===== config.mk =====
export PLATFORM = sky130hd
export DESIGN_NAME = wb_port_arb
export DESIGN_NICKNAME = d
export VERILOG_FILES = /design/src/rtl/zcrv_wb_pkg.sv /design/src/rtl/wb_mdu_fifo.sv /design/src/rtl/wb_port_arb.sv
export SDC_FILE = /design/constraint.sdc
export NUM_CORES = 1
export LEC_CHECK = 0
export ABC_AREA = 1
export CAP_MARGIN = 40
export CORE_MARGIN = 2
export CORE_UTILIZATION = 49
export DETAILED_ROUTE_END_ITERATION = 7
export GPL_TIMING_DRIVEN = 0
export PLACE_DENSITY = 0.87
export SYNTH_ARGS = -nofsm -noshare
export SYNTH_HDL_FRONTEND = slang
export SYNTH_SLANG_ARGS = --single-unit

===== constraint.sdc =====
create_clock -name clk -period 3.8 [get_ports clk]
set_input_delay 0.38 -clock clk [delete_from_list [all_inputs] [get_ports clk]]
set_output_delay 0.38 -clock clk [all_outputs]
set_load 0.05 [all_outputs]

===== src/rtl/zcrv_wb_pkg.sv =====
// Shared write-back definitions: grant encodings and the request record
// carried by every source that competes for the register-file write port.
package zcrv_wb_pkg;

  // One-hot grant encodings, bit order {LSU, ALU, MBUF, MBYP}.
  localparam logic [3:0] WB_SRC_NONE = 4'b0000;
  localparam logic [3:0] WB_SRC_LSU  = 4'b1000;
  localparam logic [3:0] WB_SRC_ALU  = 4'b0100;
  localparam logic [3:0] WB_SRC_MBUF = 4'b0010;
  localparam logic [3:0] WB_SRC_MBYP = 4'b0001;

  typedef struct packed {
    logic        vld;
    logic [4:0]  rd;
    logic [31:0] data;
  } wb_req_t;

endpackage


===== src/rtl/wb_mdu_fifo.sv =====
// Small FIFO for finished MDU results. Each slot has a valid bit and an rd
// tag so decode can ask whether a source register is still waiting here.
// Handshake: push_i is honoured only when not full and pop_i only when not
// empty; the owner drives them from the full/empty flags of the same cycle.
module wb_mdu_fifo
  import zcrv_wb_pkg::*;
#(
  parameter int DEPTH = 2
) (
  input  logic        clk,
  input  logic        rst_n,
  input  logic        push_i,
  input  logic [4:0]  push_rd_i,
  input  logic [31:0] push_data_i,
  input  logic        pop_i,
  input  logic [4:0]  query_rd_i,
  output logic        full_o,
  output logic        empty_o,
  output wb_req_t     head_o,
  output logic        hit_o
);

  localparam int AW = $clog2(DEPTH);
  localparam int PW = AW + 1;
  localparam logic [PW-1:0] PTR_ONE = {{(PW-1){1'b0}}, 1'b1};

  logic [PW-1:0]    wr_ptr_q, wr_ptr_d;
  logic [PW-1:0]    rd_ptr_q, rd_ptr_d;
  logic [DEPTH-1:0] vld_q, vld_d;
  logic [4:0]       rd_mem_q   [DEPTH];
  logic [31:0]      data_mem_q [DEPTH];

  logic [AW-1:0] wr_idx, rd_idx;
  logic          do_push, do_pop;

  assign wr_idx  = wr_ptr_q[AW-1:0];
  assign rd_idx  = rd_ptr_q[AW-1:0];
  assign empty_o = (wr_ptr_q == rd_ptr_q);
  assign full_o  = (wr_ptr_q[AW] != rd_ptr_q[AW]) && (wr_idx == rd_idx);
  assign do_push = push_i & ~full_o;
  assign do_pop  = pop_i & ~empty_o;

  assign head_o.vld  = ~empty_o;
  assign head_o.rd   = rd_mem_q[rd_idx];
  assign head_o.data = data_mem_q[rd_idx];

  // Pointer and valid-bit next state; push and pop never hit the same slot
  // because push is blocked while full and pop is blocked while empty.
  always_comb begin
    wr_ptr_d = wr_ptr_q;
    rd_ptr_d = rd_ptr_q;
    vld_d    = vld_q;
    if (do_pop) begin
      rd_ptr_d       = rd_ptr_q + PTR_ONE;
      vld_d[rd_idx]  = 1'b0;
    end
    if (do_push) begin
      wr_ptr_d       = wr_ptr_q + PTR_ONE;
      vld_d[wr_idx]  = 1'b1;
    end
  end

  // Pointer and valid-bit state; reset discards every buffered result.
  always_ff @(posedge clk or negedge rst_n) begin
    if (!rst_n) begin
      wr_ptr_q <= '0;
      rd_ptr_q <= '0;
      vld_q    <= '0;
    end else begin
      wr_ptr_q <= wr_ptr_d;
      rd_ptr_q <= rd_ptr_d;
      vld_q    <= vld_d;
    end
  end

  // Payload storage; contents are qualified by vld_q so no reset is needed.
  always_ff @(posedge clk) begin
    if (do_push) begin
      rd_mem_q[wr_idx]   <= push_rd_i;
      data_mem_q[wr_idx] <= push_data_i;
    end
  end

  // rd CAM across the valid slots for the decode hazard lookup.
  always_comb begin
    hit_o = 1'b0;
    for (int i = 0; i < DEPTH; i++) begin
      if (vld_q[i] && (rd_mem_q[i] == query_rd_i)) hit_o = 1'b1;
    end
  end

endmodule


===== src/rtl/wb_port_arb.sv =====
// Register-file write-port arbiter for the commit stage. Picks one of LSU,
// ALU, buffered MDU head or MDU bypass each cycle and registers the winner.
// Handshakes: lsu_vld_i is a one-cycle pulse that must always be taken;
// alu_vld_i is held by idex while stall_req_o=1; mdu_vld_i is held until a
// cycle where mdu_rdy_o=1, at which point the result is either written
// directly (bypass) or enqueued.
module wb_port_arb
  import zcrv_wb_pkg::*;
#(
  parameter int MDU_BUF_DEPTH = 2,
  parameter int STARVE_LIMIT  = 4
) (
  input  logic        clk,
  input  logic        rst_n,
  input  logic        flush_i,
  input  logic        alu_vld_i,
  input  logic [4:0]  alu_rd_i,
  input  logic [31:0] alu_data_i,
  input  logic        lsu_vld_i,
  input  logic [4:0]  lsu_rd_i,
  input  logic [31:0] lsu_data_i,
  input  logic        mdu_vld_i,
  input  logic [4:0]  mdu_rd_i,
  input  logic [31:0] mdu_data_i,
  output logic        mdu_rdy_o,
  input  logic [4:0]  query_rd_i,
  output logic        query_hit_o,
  output logic        stall_req_o,
  output logic        rd_en_o,
  output logic [4:0]  rd_index_o,
  output logic [31:0] rd_data_o,
  output logic        inst_finish_o
);

  localparam logic [3:0] STARVE_MAX = STARVE_LIMIT[3:0];

  logic        alu_eff;
  logic        fifo_full, fifo_empty, fifo_hit;
  logic        fifo_push, fifo_pop, forced;
  wb_req_t     head;
  wb_req_t     sel;
  logic [3:0]  grant;

  logic [3:0]  starve_cnt_q, starve_cnt_d;
  logic        rd_en_q, rd_en_d;
  logic [4:0]  rd_index_q, rd_index_d;
  logic [31:0] rd_data_q, rd_data_d;
  logic        inst_finish_q, inst_finish_d;

  // A flushed ALU result is squashed before it can compete.
  assign alu_eff = alu_vld_i & ~flush_i;
  // The head takes priority over ALU once it has waited long enough.
  assign forced  = ~fifo_empty && (starve_cnt_q == STARVE_MAX);

  // Grant selection: LSU > ALU (unless forced) > FIFO head > MDU bypass.
  always_comb begin
    grant = WB_SRC_NONE;
    sel   = '0;
    if (lsu_vld_i) begin
      grant = WB_SRC_LSU;
      sel   = '{vld: 1'b1, rd: lsu_rd_i, data: lsu_data_i};
    end else if (alu_eff && !forced) begin
      grant = WB_SRC_ALU;
      sel   = '{vld: 1'b1, rd: alu_rd_i, data: alu_data_i};
    end else if (!fifo_empty) begin
      grant = WB_SRC_MBUF;
      sel   = head;
    end else if (mdu_vld_i) begin
      grant = WB_SRC_MBYP;
      sel   = '{vld: 1'b1, rd: mdu_rd_i, data: mdu_data_i};
    end
  end

  // Ready depends only on fullness, so a slot freed by a pop this cycle
  // is not offered to the MDU until the next one.
  assign mdu_rdy_o   = ~fifo_full;
  assign fifo_pop    = (grant == WB_SRC_MBUF);
  assign fifo_push   = mdu_vld_i & ~fifo_full & (grant != WB_SRC_MBYP);
  assign stall_req_o = alu_eff & (grant != WB_SRC_ALU);
  assign query_hit_o = (query_rd_i != 5'd0) &&
                       (fifo_hit || (mdu_vld_i && (mdu_rd_i == query_rd_i)));

  wb_mdu_fifo #(.DEPTH(MDU_BUF_DEPTH)) u_mdu_fifo (
    .clk         (clk),
    .rst_n       (rst_n),
    .push_i      (fifo_push),
    .push_rd_i   (mdu_rd_i),
    .push_data_i (mdu_data_i),
    .pop_i       (fifo_pop),
    .query_rd_i  (query_rd_i),
    .full_o      (fifo_full),
    .empty_o     (fifo_empty),
    .head_o      (head),
    .hit_o       (fifo_hit)
  );

  // Starvation counter and write-port next state.
  always_comb begin
    starve_cnt_d = starve_cnt_q;
    if (fifo_empty || fifo_pop) begin
      starve_cnt_d = 4'd0;
    end else if (starve_cnt_q != STARVE_MAX) begin
      starve_cnt_d = starve_cnt_q + 4'd1;
    end
    rd_en_d       = sel.vld && (sel.rd != 5'd0);
    inst_finish_d = sel.vld;
    rd_index_d    = sel.vld ? sel.rd   : rd_index_q;
    rd_data_d     = sel.vld ? sel.data : rd_data_q;
  end

  // Registered write port, retire pulse and starvation counter.
  always_ff @(posedge clk or negedge rst_n) begin
    if (!rst_n) begin
      starve_cnt_q  <= 4'd0;
      rd_en_q       <= 1'b0;
      rd_index_q    <= 5'd0;
      rd_data_q     <= 32'd0;
      inst_finish_q <= 1'b0;
    end else begin
      starve_cnt_q  <= starve_cnt_d;
      rd_en_q       <= rd_en_d;
      rd_index_q    <= rd_index_d;
      rd_data_q     <= rd_data_d;
      inst_finish_q <= inst_finish_d;
    end
  end

  assign rd_en_o       = rd_en_q;
  assign rd_index_o    = rd_index_q;
  assign rd_data_o     = rd_data_q;
  assign inst_finish_o = inst_finish_q;

endmodule


* Yosys cells after proc, flatten, opt, wreduce, memory -nomap -nowiden
Memories as Yosys holds them, arrays and structs flattened.
Index checks and enable logic that the tools add are counted.
** Word-level totals
- Input port bits :: 122
- Memories :: 2
- Bits in writable memories :: 74
- Register bits :: 49
- Output and inout port bits :: 42
- Word-level logic and storage cells :: 76
** Operators by class
- Bitwise operators :: 12
- $lt $le $gt $ge :: 4
- Equal/unequal tests :: 11
- Reductions and logical operators :: 16
- Multiplexer cells :: 20
- Add/sub/neg operators :: 3
** Memory list
- u_mdu_fifo.data_mem_q :: words 2, width 32, read ports 1, clocked after memory_dff 0, write ports 1, line wb_mdu_fifo.sv:31 : logic [31:0] data_mem_q [DEPTH];
- u_mdu_fifo.rd_mem_q :: words 2, width 5, read ports 3, clocked after memory_dff 0, write ports 1, line wb_mdu_fifo.sv:30 : logic [4:0] rd_mem_q [DEPTH];
** Operator list (number)
- $mux 38 :: 4
- $eq 5x5->1 :: 3
- $mux 4 :: 3
- $logic_and 1x1->1 :: 10
- $reduce_bool 5->1 :: 2
- $ne 4x3->1 const B :: 2
- $mux 1 :: 7
- $and 1x1->1 :: 6
- $mux 2 :: 3
- $add 2x1->2 const B :: 2
- $add 4x1->4 const B :: 1
- $eq 4x2->1 const B :: 1
- $eq 4x3->1 const B :: 1
- $lt 1x2->1 const B :: 2
- $ne 4x1->1 const B :: 1
- $mux 3 :: 1
- $not 1->1 :: 3
- $and 2x2->2 :: 1
- $demux 1 s1 :: 2
- $eq 2x2->1 :: 1
- $ge 1x1->1 const B :: 2
- $logic_or 1x1->1 :: 2
- $not 2->2 :: 1
- $or 2x2->2 :: 1
- other kinds (4) :: 4

* Longest topological paths before layout
- Depth in word-level cells :: 12
- Depth in mapped cells :: 15
- Depth with buffers taken out :: 13

* Modules after synthesis
A second synthesis with hierarchy kept.
** Second synthesis, totals
- Cell total of the unflattened synthesis :: 754
- Area total of the unflattened synthesis :: 6406.1 µm²
** By module, submodules not included
- wb_mdu_fifo :: seq. area each 2372.3 µm², area each 3204.3 µm², cells an instance 277, times used 1
- wb_port_arb :: seq. area each 1076.0 µm², area each 3201.8 µm², cells an instance 477, times used 1

* Worst setup path after synthesis
OpenSTA, ideal clock, no wires.
- Path type :: register to register
- Start :: register u_mdu_fifo.rd_ptr_q[0]
- End :: memory u_mdu_fifo.data_mem_q[0][0] (enable)
- Required time :: 3369 ps
- Setup time :: 431 ps
- Cell stages (with the launch flop) :: 13
- Path slack :: 582 ps
- Clock period less this slack :: 3218 ps
- Data arrival time :: 2787 ps
- Path buffers :: 1
- Cell sequence :: dfrtp_1 > buf_4 > inv_2 > nand2_2 > nand2_4 > nand2_4 > nand2_4 > nand2_4 > nand2_2 > inv_4 > nand2_4 > nand2_1 > nor2_1
** Between the ends
- Word-level cells in the longest chain between the ends :: 12
- Elaborated cells between the ends (all ways) :: 17
- Those cells by class :: eq/ne: 3; mux: 5; bitwise: 5; reduce/logical: 4
** RTL lines
- start, declared :: line wb_mdu_fifo.sv:28 : logic [PW-1:0] rd_ptr_q, rd_ptr_d;
- start signal, assigned :: line wb_mdu_fifo.sv:71 : rd_ptr_q <= rd_ptr_d;
- $eq 2x2->1 :: line wb_mdu_fifo.sv:38 : assign empty_o = (wr_ptr_q == rd_ptr_q);
- $not 1->1 :: line wb_port_arb.sv:53 : assign forced = ~fifo_empty && (starve_cnt_q == STARVE_MAX);
- $logic_and 1x1->1 :: line wb_port_arb.sv:53
- $logic_not 1->1 :: line wb_port_arb.sv:62 : end else if (alu_eff && !forced) begin
- $logic_and 1x1->1 :: line wb_port_arb.sv:62
- $mux 3 :: line wb_port_arb.sv:62
- $mux 4 :: line wb_port_arb.sv:59 : if (lsu_vld_i) begin
- $ne 4x1->1 :: line wb_port_arb.sv:78 : assign fifo_push = mdu_vld_i & ~fifo_full & (grant != WB_SRC_MBYP);
- $and 1x1->1 :: line wb_port_arb.sv:78
- $and 1x1->1 * :: line wb_mdu_fifo.sv:40 : assign do_push = push_i & ~full_o;
- $mux 1 * :: line wb_mdu_fifo.sv:78 : if (do_push) begin
- $mux 1 (implied by the code) * :: line wb_mdu_fifo.sv:80 : data_mem_q[wr_idx] <= push_data_i;
- end, declared :: line wb_mdu_fifo.sv:31
Mark *: on every way between the ends. The rest lies on a longest branch, timed or not.

* Worst setup path after layout
- Start :: input port lsu_vld_i
- End :: output port stall_req_o
** Between the ends
- Word-level cells in the longest chain between the ends :: 3
** RTL lines
- start, declared :: line wb_port_arb.sv:19 : input logic lsu_vld_i,
- $mux 4 :: line wb_port_arb.sv:59
- $ne 4x3->1 :: line wb_port_arb.sv:79 : assign stall_req_o = alu_eff & (grant != WB_SRC_ALU);
- $and 1x1->1 :: line wb_port_arb.sv:79
- end, declared :: line wb_port_arb.sv:28 : output logic stall_req_o,
Every way passes these cells.

==> metrics.md <==
| Metric | Value |
|---|---|
| Status | finished, violations left |
| Failing checks | negative hold slack |
| # setup viols final | 0 |
| Initial Utilization | between 40% and 50% |
| Slowest stage delay, CP | roughly 0.85 ns |
| Critical path class | input pin to output pin |
| IO Count | 164 |
| Max VDD drop | 0.000440 V |
| CTS tree | done |
| Post-synth top cells | 274 x nand2_1, 74 x edfxtp_1, 49 x dfrtp_1 |
| Core ar. | 12,000 um2 |
| Clock sink count | 123 |
| Hold Vio Cnt, Final | 7 |
| DR pass1 iterations | 8 |
| Storage cell area | about 3400 um2 |
| Minimum clock period | 3.33 ns |
| DP Wirelength | 11,500 um |
| Routability congestion estimate | 0.924 |
| Post-CTS Setup Bufs | 0 |
| DR iter-0 viols | 430 |
| Hold buffers post-CTS | 0 |
| Leakage | 3.62 nW |
| Pwr per Cell Area | 749 nW/um2 |
| Vert. Die Dim | 114 um |
| Critical Path RT | 3.42 ns |
| Post-synthesis sequential area ratio | 57.9% |
| Crit. End Element | output pin |
| Synth Flop Type | edfxtp_1 |
| Diodes inserted | 0 |
| CTS buffer count | 17 |
| Vias in the first global route | 5,024 |
| # resized after CTS | 0 |
| Final wirelength | 16,400 um |
| Maximum fanout along the worst path | 10 |
| Clock Latency Late Sink | 0.41 ns |
| Row count | 40 |
| Multi-input gate area | 2250 um2 |
| Syn Inst Count | 648 |
| Die ar. | 13,100 um2 |
| Post-DRT Antenna Nets | 0 |
| Clock Path Buffers | 2 |
| Sw Ratio | between 30% and 40% |
| Int Pwr | 0.00394 W |
| Area grow syn2layout | 42.5% |
| # DRC | 0 |
| Arrival @ worst endpoint | between 2 and 3 ns |
| Flip-flop and latch count after synthesis | about 120 |
| Clock skew after layout | 0.00952 ns |
| Vias | 5,232 |
| Asr flop ratio synth | approximately two fifths |
| Netlist cell types | 35 |
| Synth warn | 0 |
| Critical path's slowest cell | clkdlybuf4s50_1 |
| Max cap viols | 0 |
| Clock transition at the registers of the reported paths | 0.05 ns |
| Hold Slack | -0.00698 ns |
| Clock power frac | 27.8% |
| Post-synth top area cell | edfxtp_1 |
| Slew Viols, Final | 0 |
| Worst Setup Start Kind | input pin |
| Max Freq | 300 MHz |
| Largest net degree at the start of global routing | 26 |
| H-Tree Depth | 4 |
| Worst path cell trace | clkbuf_1 -> inv_1 -> clkbuf_1 -> clkbuf_1 -> a21oi_1 -> clkdlybuf4s50_1 |
| DR WL/cell | 16.5 um |
| Syn Std Cell Area | 5960 um2 |
| Share of power burned in registers | 31.9% |
| RSZ-0062 raised after global routing | false |
| Total GRT Usage | around 26% |
| Synth top area share | 37.3% |
| First-pass GRT wire length | 25,400 um |
| Root Buffer | clkbuf_16 |
| Largest cells by area after synthesis | edfxtp_1 37%, dfrtp_1 21%, nand2_1 17%, mux2i_1 5.2%, nand3_1 4.0% |
| I/O Buffers | 162 |
| Most frequent CP cell | clkbuf_1 |
| Fin nets | between 900 and 1,000 |
| Total power | 0.00636 W |
| Psw | 0.00242 W |
| Drt via density | between 5 and 6 |
| FILL cells | 850 |
| Mean post-synth cell area | 9.20 um2 |
| Syn_nets | 772 |
| Logic pwr share | 40.3% |
| Final Cycle Share | between 80% and 90% |
| Top-count cell post-synth | nand2_1 |
| GR Overflow Total | 0 |
| Number of flops mapped to enable cells by yosys | 74 |
| Die X | between 100 and 150 um |
| Max-slew headroom | a little under half |
| Layout cells sized above 1 | 8.05% |
| Initial antenna violation count | 0 |
| Worst slew pin tran | between 0.8 and 0.9 ns |
| Hold WC Path Type | input pin to async pin |
cell type report:
cell class | count | area share (%)
plain buffers | 30 | 1.90
inverters | 29 | 1.31
multi-input cells | 466 | 26.4
clock buffers | 23 | 5.86
flip-flops and latches | 123 | 40.6
well taps | 147 | 2.17
clock inverters | 9 | 1.87
repair buffers | 165 | 19.8
worst max-delay path: cells and delay by family:
kind | cells | cell delay (ns)
AO/OA/AOI/OAI | 1 | 0.21
buffers and inverters | 5 | 2.35
layer usage:
layer	track usage [%]	share of wire (%)	vias to the layer above
met5	0	0	-
met2	43.3	49	237
li1	-	-	2530
met1	33.2	42	2446
met3	5.40	7.7	19
met4	8.78	1.3	0
cells by family (layout without fill, tap and decap cells):
kind of cell	after synthesis	in the layout	synth area share, %
muxes	31	31	5.21
AOI/OAI and AO/OA	69	69	6.17
buffers and inverters	59	256	4.58
DFF	123	123	57.9
xor gates and xnor gates	6	6	0.882
adders and majority gates	2	2	0.420
and+or+nand+nor	358	358	24.9
path summary, 6_finish.rpt:
kind / from / end / depth (start not counted) / slack (ns)
max: lsu_vld_i / stall_req_o / 6 / 0.47
min: rst_n / rd_index_o[1] / 1 / -0.007
max reg2reg: u_mdu_fifo.rd_ptr_q[0] / u_mdu_fifo.data_mem_q[1][28] / 13 / 1.30
min reg2reg: rd_index_o[0] / rd_index_o[0] / 1 / 0.48
max in group asynchronous: rst_n / rd_data_o[29] / 2 / 3.23
min in group clk: rd_index_o[0] / rd_index_o[0] / 1 / 0.48
flip-flops by register name (all words and copies together), names as in the netlist:
name and flops:
u_mdu_fifo.data_mem_q 64, rd_data_o 32, u_mdu_fifo.rd_mem_q 10, rd_index_o 5
starve_cnt_q 4, u_mdu_fifo.rd_ptr_q 2, u_mdu_fifo.vld_q 2, u_mdu_fifo.wr_ptr_q 2
inst_finish_o 1, rd_en_o 1
placed cells by master (no fill, tap or decap), drive strengths merged, types with 3 or more instances in the layout:
| master | n |
|---|---|
| nand3 | 48 |
| xor2 | 4 |
| bufinv | 4 |
| clkinvlp | 4 |
| clkbuf | 38 |
| o21ai | 45 |
| a21oi | 15 |
| edfxtp | 74 |
| dfrtp | 49 |
| nand3b | 3 |
| mux2i | 31 |
| nor2 | 18 |
| clkdlybuf4s50 | 161 |
| nand2 | 281 |
| nand4 | 4 |
| o22ai | 4 |
| inv | 29 |
| buf | 19 |
stage by stage:
step	area [um2]	setup TNS, ns	cells	util (%)	setup slack, ns
after floorplan	5960	0	648	-	0.582
after global placement	7760	-37.17	957	64.9	-1.01
after detailed placement	7840	0	960	65.5	0.522
after CTS	8490	0	992	71.0	0.497
after global routing	8490	0	992	71.0	0.362
final	8490	0	992	71.0	0.471
power by group through the flow:
stage	Sequential [W]	Clock, W	Combinational (W)
floorplan	0.00248	0	0.00121
global placement	0.00204	0	0.00245
detailed placement	0.00205	0	0.00255
CTS	0.00203	0.00178	0.00257
global route	0.00206	0.00184	0.00277
finish	0.00203	0.00177	0.00256
Power figures use the tool's default switching activity.
